File: config.mk
export PLATFORM = sky130hd
export DESIGN_NAME = vga_ctrl
export DESIGN_NICKNAME = d
export VERILOG_FILES = /design/src/rtl/vga_ctrl_pkg.sv /design/src/rtl/vga_ctrl.sv
export SDC_FILE = /design/constraint.sdc
export NUM_CORES = 1
export LEC_CHECK = 0
export CAP_MARGIN = 0
export CORE_MARGIN = 4
export CORE_UTILIZATION = 47
export DETAILED_ROUTE_END_ITERATION = 8
export PLACE_DENSITY = 0.84
export SKIP_CTS_REPAIR_TIMING = 1
export SYNTH_ARGS = -nofsm -noshare
export SYNTH_HDL_FRONTEND = slang
export SYNTH_SLANG_ARGS = --single-unit
File: constraint.sdc
create_clock -name vga_clk -period 4.1 [get_ports vga_clk]
set_clock_uncertainty 0.15 [all_clocks]
set_input_delay 1.23 -clock vga_clk [delete_from_list [all_inputs] [get_ports vga_clk]]
set_output_delay 1.23 -clock vga_clk [all_outputs]
set_load 0.02 [all_outputs]
File: src/rtl/vga_ctrl_pkg.sv
// rtl/vga_ctrl_pkg.sv - VGA 640x480@60 timing and colour constants shared by vga_ctrl and the picture stage
package vga_ctrl_pkg;

    localparam int H_SYNC  = 96;
    localparam int H_BACK  = 48;
    localparam int H_VALID = 640;
    localparam int H_FRONT = 16;
    localparam int V_SYNC  = 2;
    localparam int V_BACK  = 33;
    localparam int V_VALID = 480;
    localparam int V_FRONT = 10;

    localparam int H_TOTAL = H_SYNC + H_BACK + H_VALID + H_FRONT;
    localparam int V_TOTAL = V_SYNC + V_BACK + V_VALID + V_FRONT;
    localparam int H_ACT   = H_SYNC + H_BACK;
    localparam int V_ACT   = V_SYNC + V_BACK;

    localparam logic [15:0] BLACK = 16'h0000;
    localparam logic [15:0] WHITE = 16'hFFFF;
    localparam logic [15:0] BLUE  = 16'h001F;

endpackage

File: src/rtl/vga_ctrl.sv
// rtl/vga_ctrl.sv - VGA timing generator: h/v counters, sync decode, one-cycle-early pixel request, registered RGB
module vga_ctrl
    import vga_ctrl_pkg::*;
#(
    parameter int HS = H_SYNC,
    parameter int HB = H_BACK,
    parameter int HV = H_VALID,
    parameter int HF = H_FRONT,
    parameter int VS = V_SYNC,
    parameter int VB = V_BACK,
    parameter int VV = V_VALID,
    parameter int VF = V_FRONT
) (
    input  logic        vga_clk,
    input  logic        sys_rst,
    input  logic [15:0] pix_data,
    output logic [9:0]  pix_x,
    output logic [9:0]  pix_y,
    output logic        hsync,
    output logic        vsync,
    output logic        rgb_valid,
    output logic [15:0] rgb,
    output logic        frame_start
);

    localparam logic [9:0] HT_M1   = 10'(HS + HB + HV + HF - 1);
    localparam logic [9:0] VT_M1   = 10'(VS + VB + VV + VF - 1);
    localparam logic [9:0] HS_END  = 10'(HS);
    localparam logic [9:0] VS_END  = 10'(VS);
    localparam logic [9:0] HA_BEG  = 10'(HS + HB);
    localparam logic [9:0] HA_END  = 10'(HS + HB + HV);
    localparam logic [9:0] HR_BEG  = 10'(HS + HB - 1);
    localparam logic [9:0] HR_END  = 10'(HS + HB + HV - 1);
    localparam logic [9:0] VA_BEG  = 10'(VS + VB);
    localparam logic [9:0] VA_END  = 10'(VS + VB + VV);

    logic [9:0]  cnt_h_q, cnt_h_d;
    logic [9:0]  cnt_v_q, cnt_v_d;
    logic [15:0] rgb_q, rgb_d;
    logic        frame_start_q, frame_start_d;

    logic h_end, v_end, v_act, h_act, h_req, req_act;

    always_comb begin
        h_end   = (cnt_h_q == HT_M1);
        v_end   = (cnt_v_q == VT_M1);
        v_act   = (cnt_v_q >= VA_BEG) && (cnt_v_q < VA_END);
        h_act   = (cnt_h_q >= HA_BEG) && (cnt_h_q < HA_END);
        // Request window leads the active window by one cycle to cover the rgb register.
        h_req   = (cnt_h_q >= HR_BEG) && (cnt_h_q < HR_END);
        req_act = h_req && v_act;

        cnt_h_d = h_end ? 10'd0 : cnt_h_q + 10'd1;
        cnt_v_d = cnt_v_q;
        if (h_end) begin
            cnt_v_d = v_end ? 10'd0 : cnt_v_q + 10'd1;
        end
        rgb_d         = req_act ? pix_data : BLACK;
        frame_start_d = h_end && v_end;
    end

    always_ff @(posedge vga_clk) begin
        if (sys_rst) begin
            cnt_h_q       <= 10'd0;
            cnt_v_q       <= 10'd0;
            rgb_q         <= 16'h0000;
            frame_start_q <= 1'b0;
        end else begin
            cnt_h_q       <= cnt_h_d;
            cnt_v_q       <= cnt_v_d;
            rgb_q         <= rgb_d;
            frame_start_q <= frame_start_d;
        end
    end

    assign hsync       = (cnt_h_q >= HS_END);
    assign vsync       = (cnt_v_q >= VS_END);
    assign rgb_valid   = h_act && v_act;
    assign pix_x       = req_act ? (cnt_h_q - HR_BEG) : 10'h3FF;
    assign pix_y       = req_act ? (cnt_v_q - VA_BEG) : 10'h3FF;
    assign rgb         = rgb_q;
    assign frame_start = frame_start_q;

endmodule

==> metrics list <==
* Status: finished clean
- Number of hold violations in the final report: 0
* Worst supply voltage drop on vdd: 210 uV
- Count of pins over their slew limit: 0
* Cell Area, Synth: 2020 um^2
* Via count of the first global-routing pass: 1739
- In this run, distinct cell masters in the synthesized netlist total 42.
- Pin count of the biggest net entering global routing: 17
- Sequential cell area fraction in the yosys report: 0.367
* Post-synthesis area per instance: 8.20 um^2
* Height of the chip: 73.5 um
* Req. time, crit path: 2.72 ns
- In the synthesized netlist the dominant register cell turns out to be sky130_fd_sc_hd__dfxtp_1.
- Power consumption: 0.716 mW
- Synthesized netlist net count: 269
- Share of the core filled with cells in the final layout: 0.683
- The core region is 4090 um^2.
* Dpl hpwl: 3.63 mm
- The analysis attributes to cell leakage a power of 1.03 nW.
- Max-cap violations: 0
* Actual transition at the worst max-transition pin: 0.443 ns
- Across every metal layer, demand over resource in global routing totals 0.191.
* Port-buffer cells: 57
- Clock-pin slew on the worst setup and hold paths: 0.07 ns
* Count of mapped cells out of synthesis: 246
- Number of synthesized flops with an enable pin: 0
- Min Tclk post-route: 3.89 ns
* Initial antenna violation count: 0
- Horizontal extent of the die: 73.5 um
* Die Outline Area: 5410 um^2
- Nature of the critical path startpoint: register
* Total power per unit cell area: 257 nW/um^2
- The repair_antennas step left the layout with diodes totalling 0.
- Root cell of the clock tree: sky130_fd_sc_hd__clkbuf_8
- Maximum level of the CTS H-tree: 2
- Unrepaired setup endpoints after global routing: false
- Yosys attributes the largest share of cell area to sky130_fd_sc_hd__dfxtp_1 (37%), sky130_fd_sc_hd__nor4_1 (6.5%), sky130_fd_sc_hd__xnor2_1 (6.1%).
- Routed wire length per instance: 13.8 um
- STA classifies the critical path endpoint as a primary output.
- For this run, asynchronously set or reset flops after synthesis account for 0.
- Core Rows: 23
- Number of sinks handled by clock tree synthesis: 37
* Yosys top cell by area: sky130_fd_sc_hd__dfxtp_1
* Initial DRC Count: 182
- Post-detailed-route count of antenna-violating nets: 0
- Max Fanout on Critical Path: 11
- Synth top area share: 0.367
- The first global-routing pass estimated 8.07 mm of wire.
- Class of the tightest hold or removal check: register to register
- Total grt overflow: 0
- Total CTS buffers: 5
- Of the cells placed in the final design, the portion with a size suffix greater than 1 is 0.129.
- Of the available clock period, the critical path in the final layout requires 0.950.
- Net count, final: 324
- After detailed routing, the number of remaining DRC violations is 0.
* Latest clock arrival within the worst-skew pair: 0.29 ns
- FMAX: 257 MHz
- Flop-to-flop setup slack: 1.66 ns
- In this run the deepest clock path goes through 2 buffers.
* Post-detailed-route via-to-cell ratio: 5.46
* Yosys warnings: 0
- Number of register bits inferred by synthesis: 37
* Final GP Congestion: 0.909
- Wires add up to 4.85 mm.
- Drt first pass iters: 4
- Total via count in the routed design: 1921
- P&R area growth vs syn: 38.3%
* Crit path DAT: 2.51 ns
- The setup path with the least slack is of type register to primary output.
* Total of endpoints with negative setup slack in the final report: 0
- TritonCTS clock tree: yes
- During I/O placement, the number of pins put on the boundary was 58.
* Initial core utilization: 0.494
- Worst rel slew slack: 0.701
cell usage after synthesis, types with 2 or more instances:
library cell and count:
sky130_fd_sc_hd__xor2_1 6, sky130_fd_sc_hd__nand3_1 24, sky130_fd_sc_hd__or3_1 5, sky130_fd_sc_hd__ha_1 5, sky130_fd_sc_hd__dfxtp_1 37, sky130_fd_sc_hd__or3_2 2, sky130_fd_sc_hd__a21oi_1 11, sky130_fd_sc_hd__nand4_1 5
sky130_fd_sc_hd__buf_4 3, sky130_fd_sc_hd__a21o_1 3, sky130_fd_sc_hd__nor3_1 6, sky130_fd_sc_hd__xnor2_1 14, sky130_fd_sc_hd__inv_1 23, sky130_fd_sc_hd__nand2_1 9, sky130_fd_sc_hd__buf_6 3, sky130_fd_sc_hd__buf_2 7
sky130_fd_sc_hd__and4_2 2, sky130_fd_sc_hd__clkbuf_1 10, sky130_fd_sc_hd__o31ai_1 2, sky130_fd_sc_hd__nor2_1 19, sky130_fd_sc_hd__o21ai_0 6, sky130_fd_sc_hd__or4_1 3, sky130_fd_sc_hd__a2111o_1 2, sky130_fd_sc_hd__nor4_1 21
worst paths after layout:
kind	startpoint	endpoint	cells past startpoint
setup / recovery	cnt_v_q[5]	pix_y[3]	6
hold / removal	cnt_h_q[0]	cnt_h_q[0]	1
setup reg to reg	cnt_h_q[0]	cnt_v_q[7]	5
hold reg to reg	cnt_h_q[0]	cnt_h_q[0]	1
cells by family (layout without fill, tap and decap cells):
logic type	Yosys count	count (layout)	share of synthesized area
xor gates and xnor gates	20	20	0.0868
DFF	37	37	0.367
adders and majority gates	5	5	0.0310
and+or+nand+nor	105	105	0.299
AOI/OAI and AO/OA	33	33	0.110
buffers and inverters	46	102	0.107
worst max-delay path, cell delays in order, from the launching register on:
cell and delay (ns):
sky130_fd_sc_hd__dfxtp_1 0.42, sky130_fd_sc_hd__nor4_4 0.38, sky130_fd_sc_hd__nand3_1 0.17, sky130_fd_sc_hd__a21oi_2 0.38, sky130_fd_sc_hd__buf_4 0.24, sky130_fd_sc_hd__nand3_1 0.08, sky130_fd_sc_hd__clkdlybuf4s50_1 0.54
power breakdown:
group	switching (mW)	internal (mW)
Combinational	0.0137	0.0193
Sequential	0.00356	0.362
Clock	0.136	0.182
metal layers:
| layer | vias to the layer above | GRT usage | wire length [um] |
|---|---|---|---|
| met3 | 7 | 0.0848 | 619 |
| met4 | 0 | 0.0604 | 62 |
| li1 | 975 | - | - |
| met2 | 92 | 0.295 | 2160 |
| met5 | - | 0 | 0 |
| met1 | 847 | 0.239 | 2010 |
through the flow:
step,area (um^2),cells,setup slack [ns],hold slack (ns),TNS [ns]
global placement,2620,343,0.172,0.320,0
finish,2790,352,0.207,0.365,0
global route,2790,352,0.0150,0.414,0
detailed placement,2620,343,0.146,0.348,0
CTS,2740,351,-0.189,0.364,-2.27
floorplan,2020,246,0.642,0.299,0
sequential cells by signal, indices dropped and copies added, names as in the netlist:
| name | cells |
|---|---|
| cnt_h_q | 10 |
| cnt_v_q | 10 |
| frame_start | 1 |
| rgb | 16 |
layout by cell type, fill, tap and decap left out, types with 2 or more instances in the layout:
cell                              instances
sky130_fd_sc_hd__clkbuf_8                 5
sky130_fd_sc_hd__inv_1                   23
sky130_fd_sc_hd__nand4_1                  5
sky130_fd_sc_hd__nor4_1                  19
sky130_fd_sc_hd__and4_2                   2
sky130_fd_sc_hd__dfxtp_1                 36
sky130_fd_sc_hd__nor2_1                  19
sky130_fd_sc_hd__a21oi_2                  3
sky130_fd_sc_hd__ha_1                     3
sky130_fd_sc_hd__o21ai_0                  5
sky130_fd_sc_hd__or3_1                    5
sky130_fd_sc_hd__nand3_1                 24
sky130_fd_sc_hd__buf_4                   14
sky130_fd_sc_hd__or4_1                    3
sky130_fd_sc_hd__a21o_1                   3
sky130_fd_sc_hd__nand2_1                  9
sky130_fd_sc_hd__a21oi_1                  9
sky130_fd_sc_hd__clkdlybuf4s50_1         56
sky130_fd_sc_hd__nor3_1                   6
sky130_fd_sc_hd__xor2_1                   6
sky130_fd_sc_hd__a2111o_1                 2
sky130_fd_sc_hd__xnor2_1                 14
sky130_fd_sc_hd__o31ai_1                  2
sky130_fd_sc_hd__or3_2                    2
layout make-up:
type                       instances  area [um^2]
clock buffer                       5         68.8
clock inverter                     3         46.3
fill                             331         1300
inverter                          23         86.3
multi-input combinational        163         1110
sequential                        37          742
tap                               50         62.6
timing repair buffer              71          678
No activity file was read; power rests on OpenSTA's default activity.
